File: config.mk
export PLATFORM = sky130hd
export DESIGN_NAME = preg_free_list
export DESIGN_NICKNAME = d
export VERILOG_FILES = /design/src/rtl/preg_free_list.sv
export SDC_FILE = /design/constraint.sdc
export NUM_CORES = 1
export LEC_CHECK = 0
export ABC_AREA = 1
export BUFFER_PORTS_ARGS = -buffer_cell sky130_fd_sc_hd__buf_2
export CAP_MARGIN = 10
export CORE_ASPECT_RATIO = 1.25
export CORE_MARGIN = 8
export CORE_UTILIZATION = 40
export DETAILED_ROUTE_END_ITERATION = 12
export HOLD_SLACK_MARGIN = 0.02
export PLACE_DENSITY_LB_ADDON = 0.1
export SLEW_MARGIN = 20
export SYNTH_ARGS = -nofsm -noshare
export SYNTH_HDL_FRONTEND = slang
export SYNTH_SLANG_ARGS = --single-unit
File: constraint.sdc
create_clock -name clk -period 4.2 [get_ports clk]
set_clock_uncertainty 0.1 [all_clocks]
set_input_delay 0.42 -clock clk [delete_from_list [all_inputs] [get_ports clk]]
set_output_delay 0.42 -clock clk [all_outputs]
set_load 0.005 [all_outputs]
File: src/rtl/preg_free_list.sv
// preg_free_list: physical-register free pool for the out-of-order core.
//
// Rename pops free pRegs from the head of a circular FIFO; commit pushes the
// stale pReg of each retiring instruction back at the tail. An in-pool bitmap
// rejects double releases, which also bounds the pool at NUM_PREG-1 entries
// because p0 can never enter it.
//
// Ports:
//   clk             rising-edge clock
//   rst_n           asynchronous active-low reset
//   alloc_req       rename wants one pReg this cycle
//   alloc_ready     pool non-empty, alloc_preg valid
//   alloc_preg      head of the free FIFO (granted in the same cycle)
//   rel_valid       commit releases one pReg this cycle
//   rel_preg        pReg being released
//   free_count      pRegs currently in the pool
//   err_double_free sticky flag: a release was dropped as already free
module preg_free_list #(
    parameter int unsigned PREG_W   = 6,
    parameter int unsigned NUM_PREG = 64,
    parameter int unsigned NUM_ARCH = 32
) (
    input  logic              clk,
    input  logic              rst_n,
    input  logic              alloc_req,
    output logic              alloc_ready,
    output logic [PREG_W-1:0] alloc_preg,
    input  logic              rel_valid,
    input  logic [PREG_W-1:0] rel_preg,
    output logic [PREG_W:0]   free_count,
    output logic              err_double_free
);

    localparam int unsigned       InitFree = NUM_PREG - NUM_ARCH;
    localparam logic [PREG_W-1:0] PtrOne   = 1;
    localparam logic [PREG_W:0]   CntOne   = 1;

    logic [PREG_W-1:0]   fifo_q [NUM_PREG];
    logic [NUM_PREG-1:0] in_pool_q;
    logic [PREG_W-1:0]   head_q, head_d;
    logic [PREG_W-1:0]   tail_q, tail_d;
    logic [PREG_W:0]     count_q, count_d;
    logic                err_q, err_d;
    logic                rel_nonzero;
    logic                pop;
    logic                push;

    assign alloc_ready     = (count_q != '0);
    assign alloc_preg      = fifo_q[head_q];
    assign free_count      = count_q;
    assign err_double_free = err_q;

    always_comb begin
        // p0 is hardwired zero and is silently ignored on release.
        rel_nonzero = rel_valid && (rel_preg != '0);
        // Pop only from registered state: a same-cycle release is never bypassed.
        pop         = alloc_req && alloc_ready;
        push        = rel_nonzero && !in_pool_q[rel_preg];

        head_d  = pop  ? head_q + PtrOne : head_q;
        tail_d  = push ? tail_q + PtrOne : tail_q;

        count_d = count_q;
        unique case ({push, pop})
            2'b10:   count_d = count_q + CntOne;
            2'b01:   count_d = count_q - CntOne;
            default: count_d = count_q;
        endcase

        err_d = err_q | (rel_nonzero & in_pool_q[rel_preg]);
    end

    always_ff @(posedge clk or negedge rst_n) begin
        if (!rst_n) begin
            head_q  <= '0;
            tail_q  <= PREG_W'(InitFree);
            count_q <= (PREG_W + 1)'(InitFree);
            err_q   <= 1'b0;
            // Architectural registers start mapped; the rest queue up in order.
            for (int unsigned i = 0; i < NUM_PREG; i++) begin
                fifo_q[i]    <= (i < InitFree) ? PREG_W'(NUM_ARCH + i) : '0;
                in_pool_q[i] <= (i >= NUM_ARCH);
            end
        end else begin
            head_q  <= head_d;
            tail_q  <= tail_d;
            count_q <= count_d;
            err_q   <= err_d;
            // Popped and pushed pRegs are always distinct: the popped one is in
            // the pool, an accepted release is not.
            if (pop) begin
                in_pool_q[alloc_preg] <= 1'b0;
            end
            if (push) begin
                in_pool_q[rel_preg] <= 1'b1;
                fifo_q[tail_q]      <= rel_preg;
            end
        end
    end

endmodule

Word-level counts from Yosys, hierarchy flattened
Index checks and enable logic that the tools add are counted.

Equal/unequal tests: 2. Bitwise operators: 7. Mux-type cells: 15. Reduce and logical (&&, ||, !) cells: 10. $lt $le $gt $ge: 7. $add $sub $neg: 4.

Operators by type and width (number): 384-bit bitwise mux (1); 64-bit two-way mux (2); 64-bit bitwise AND (1); 64-bit inverter (1); 64-bit bitwise OR (1); 6-bit binary-select mux with 6-bit select (1); 6-bit demux with 6-bit select (1); 6-bit two-way mux (3); 7-bit greater-or-equal comparator (second input constant) (2); 6-bit by 7-bit less-than comparator with 1-bit output (second input constant) (2); 6-bit inverter with 7-bit output (2); 7-bit one-hot mux with 2 select lines (1); 6-bit by 1-bit adder with 6-bit output (second input constant) (2); 1-bit demux with 6-bit select (2); 6-bit by 1-bit greater-or-equal comparator with 1-bit output (second input constant) (2); 7-bit by 1-bit adder with 7-bit output (second input constant) (1); 7-bit by 1-bit less-than comparator with 1-bit output (second input constant) (1); 7-bit nonzero test (1); 7-bit by 1-bit subtractor with 7-bit output (second input constant) (1); 1-bit binary-select mux with 6-bit select (1); 1-bit logical AND (6); 6-bit nonzero test (1); 1-bit two-way mux (3); 2-bit by 1-bit == test with 1-bit output (second input constant) (1); other kinds (5) (5).

Logic and storage cells: 114. Bits in registers: 468.

Logic depth before layout (Yosys ltp)
Depth in word-level cells: 13. Gate-level depth with buffers: 26.

Worst setup path after synthesis
No wires, ideal clock.

Kind: input -> register. Start point: input rel_preg[3]. End point: register count_q[6] (netlist: free_count[6]). Cell stages on the path: 20. Data required time: 3.977 ns. Setup slack: 0.827 ns. Data arrival time: 3.149 ns. Setup time: 0.123 ns. Cell sequence: clkbuf_1 -> inv_1 -> nor3_2 -> o21ai_0 -> nand2_1 -> nor2_2 -> nand3_2 -> buf_2 -> ha_1 -> clkbuf_1 -> xnor2_1 -> inv_1 -> ha_1 -> a21oi_1 -> o21ai_0 -> nand2_1 -> nand2_1 -> nand4_1 -> nand3_1 -> xnor2_1.

Cells in the longest elaborated chain, start to end: 6.

RTL lines: from (decl) (RTL line 29) `input logic [PREG_W-1:0] rel_preg,`; 1-bit binary-select mux with 6-bit select (RTL line 58) `push = rel_nonzero && !in_pool_q[rel_preg];`; 1-bit two-way mux (implied by the code) (RTL line 58); 1-bit zero test (RTL line 58); 1-bit logical AND (*) (RTL line 58); 2-bit by 1-bit == test with 1-bit output or 2-bit == test (tied branches) (RTL line 64) `unique case ({push, pop})`; 7-bit one-hot mux with 2 select lines or 2-bit nonzero test (tied branches); to (signal assigned) (RTL line 77) `count_q <= (PREG_W + 1)'(InitFree);`; to (signal assigned) (RTL line 87) `count_q <= count_d;`; to (decl) (RTL line 42) `logic [PREG_W:0] count_q, count_d;`.

Mark *: on every way between the ends. The rest lies on a longest branch, timed or not. The select of a mux whose other input is x is not followed. A chain may end at the register's enable or synchronous reset.

Final worst setup path
Start point: register head_q[0]. End point: output alloc_preg[3].

Cells in the longest elaborated chain, start to end: 4.

RTL lines: from (decl) (RTL line 40) `logic [PREG_W-1:0] head_q, head_d;`; from (signal assigned) (RTL line 75) `head_q <= '0;`; from (signal assigned) (RTL line 85) `head_q <= head_d;`; 6-bit inverter with 7-bit output (implied by the code) (RTL line 49) `assign alloc_preg = fifo_q[head_q];`; 6-bit binary-select mux with 6-bit select (RTL line 49); 6-bit two-way mux (implied by the code) (2 in a row) (RTL line 49); to (decl) (RTL line 27) `output logic [PREG_W-1:0] alloc_preg,`.

Every way passes these cells. The select of a mux whose other input is x is not followed.

==> flow_summary.json <==
{
  "antenna_found_initial": 0,
  "period_share_pct": 90.7,
  "remaining_drc_errors": 0,
  "nNetsFinal": 3327,
  "io_pins": 25,
  "synth_largest_area_cell": "dfrtp_1",
  "drtIter0Drc": 1889,
  "netlist_instances": 3342,
  "arrival_ns": 3.29,
  "clock_latency_ns": 0.60,
  "finalHoldViolations": 0,
  "crit_fanout": 70,
  "yosysTopAreaCellShare_pct": 33.2,
  "peakVddDrop_mv": 0.384,
  "grt_pass1_vias": 22000,
  "report.final.slew_viol_count": 0,
  "powerDensity_mw_per_mm2": 734,
  "seq_area_frac_synth_pct": 48.9,
  "yosysMostFrequentCell": "nand2_1",
  "post_synth.cell_area_avg_um2": 7.27,
  "ys.flop_type": "dfrtp_1",
  "synth_area_mm2": 0.0243,
  "fin_util_pct": 44.3,
  "drive_gt1_share_pct": 10.3,
  "post_drt_wl_per_cell_um": 19.9,
  "rows": 101,
  "worstMarginPinSlew_ns": 1.17,
  "cts-root-buf": "clkbuf_16",
  "clockBufferDepth": 3,
  "die_h_um": 292,
  "synth_warnings": 0,
  "max_freq_ghz": 0.263,
  "setup_tns_ns": 0,
  "outcome": "finished, final reports clean",
  "numCtsBuffers": 50,
  "crit_chain": "inv_6 -> buf_12 -> buf_4 -> nand2_1 -> nand3_1 -> nand3_1 -> nand3_1 -> nand3_1 -> nand3_1 -> nand2_1 -> inv_1 -> buf_2",
  "async_reset_ff_share_pct": 100,
  "cp-start-kind": "flop",
  "crit_path_end_kind": "output pin",
  "vias_per_cell": 5.43,
  "nFillCells": 6203,
  "grt-ovfl-total": 0,
  "syn_to_final_growth_pct": 10.1,
  "grt_use_total_pct": 23.4,
  "ant_nets": 0,
  "max_stage_delay_ns": 0.63,
  "worst-path-buf-inv": 5,
  "finalSetupViolCount": 0,
  "routed_wirelength_mm": 82.2,
  "crit_type": "flop to output pin",
  "num_vias": 22400,
  "clk_pin_slew_ns": 0.06,
  "required_ns": 3.68,
  "die_w_um": 236,
  "cts_tree": "built",
  "rsz0062_at_grt": "no",
  "synth_edf_count": 0,
  "synthTopCellsByArea": "dfrtp_1 33%, nand2_1 24%, dfstp_2 16%",
  "synth_nets": 3357,
  "min_path_type": "primary input to flop",
  "critical_path.top_delay_family": "buffers and inverters",
  "period_needed_ns": 3.81,
  "maxCapViolCount": 0,
  "leakage_uw": 0.0134,
  "die_area_mm2": 0.0689,
  "hpwl_mm": 52.4,
  "clock-sinks": 468,
  "core_mm2": 0.0604,
  "grt_max_degree": 101,
  "diodes": 0,
  "grt_pass1_wl_mm": 129,
  "ys_ff_latch": 468,
  "ys_types": 32,
  "cp_slowest_cell": "dfrtp_4",
  "initial_core_util_pct": 40.2,
  "relSlewSlack_pct": 22.0,
  "critPathMostFrequentCell": "nand3_1",
  "gp_congestion": 0.982,
  "dr.pass1.iters": 6,
  "io_buffers": 24,
  "synth.top_cells.by_count": "1530 x nand2_1, 620 x nand3_1, 322 x dfrtp_1, 224 x nor2_1, 146 x dfstp_2",
  "htree_levels": 2
}
## layout make-up
cell class	instances	area, µm²	area share (%)
clock buffers	84	1580	5.91
well taps	772	966	3.61
multi-input cells	2578	10900	40.8
flip-flops and latches	468	11900	44.5
repair buffers	97	908	3.39
inverters	117	453	1.69
clock inverters	8	46.3	0.173
## final timing paths
| check | start | slack (ns) | to | depth (start not counted) |
|---|---|---|---|---|
| min in group asynchronous | rst_n | 0.39 | fifo_q[83] | 2 |
| min | rel_preg[3] | 0.07 | fifo_q[165] | 3 |
| max in group asynchronous | rst_n | 2.54 | in_pool_q[52] | 3 |
| min reg2reg | fifo_q[244] | 0.36 | fifo_q[244] | 2 |
| max reg2reg | head_q[0] | 0.68 | in_pool_q[14] | 14 |
| max | head_q[0] | 0.39 | alloc_preg[3] | 12 |
## per-stage QoR
stage | power [µW] | std cells | instance area, µm² | setup WS (ns) | hold WS, ns
after detailed placement | 15200 | 4031 | 25100 | 0.593 | 0.345
after CTS | 19700 | 4124 | 26800 | 0.437 | 0.0341
after floorplan | 12300 | 3342 | 24300 | 0.827 | 0.0244
final | 19600 | 4124 | 26800 | 0.392 | 0.0708
after global routing | 21000 | 4124 | 26800 | 0.292 | 0.0766
after global placement | 15100 | 4031 | 25100 | 0.655 | 0.341
## cells in the final DEF (no fill, tap or decap), drive strengths merged, types with 3 or more instances in the layout
cell type and count:
nand2 1531, nand3 621, dfrtp 322, nor2 230, dfstp 146, inv 117, o21ai 101, buf 96
clkbuf 84, a21oi 32, nand4 11, xor2 11, o211ai 9, nor3 9, clkinv 7, a22oi 6
xnor2 5, ha 5, o2111ai 3
## metal layers
layer	wire length, µm	vias to the layer above	global-route usage, %	share of wire (%)
li1	-	10600	-	-
met5	0	-	0	0
met3	4470	206	3.44	5.4
met1	34900	10800	30.1	42
met4	3970	0	10.5	4.8
met2	38800	739	38.9	47
## logic make-up after synthesis
group           share of synthesized area, %
flops                                   48.9
xor+xnor                               0.577
simple gates                            40.6
buf+inv                                 6.18
fa+ha+maj                              0.257
compound gates                          3.43
## where the power goes
group	leakage (µW)	switching, µW	total (µW)	internal [µW]
clock	0.000804	1880	4430	2550
sequential	0.00584	1090	7470	6380
combinational	0.00675	5480	7740	2260
total	0.0134	8450	19600	11200
## worst min-delay path, cell delays in order
cell	delay, ns
buf_4	0.15
nand3_1	0.08
nand2_1	0.05
## flip-flops by register name, indices dropped and copies added (netlist names)
register and flops:
free_count 7, fifo_q 384, tail_q 6, head_q 6, in_pool_q 64, err_double_free 1
## timing repair
action,4_1_cts,5_1_grt
setup endpoints to repair,0,0
endpoints found under the hold margin,68,0
hold buffers,1,0
buffers inserted,0,0
resized for setup,0,0
Power figures use the tool's default switching activity.
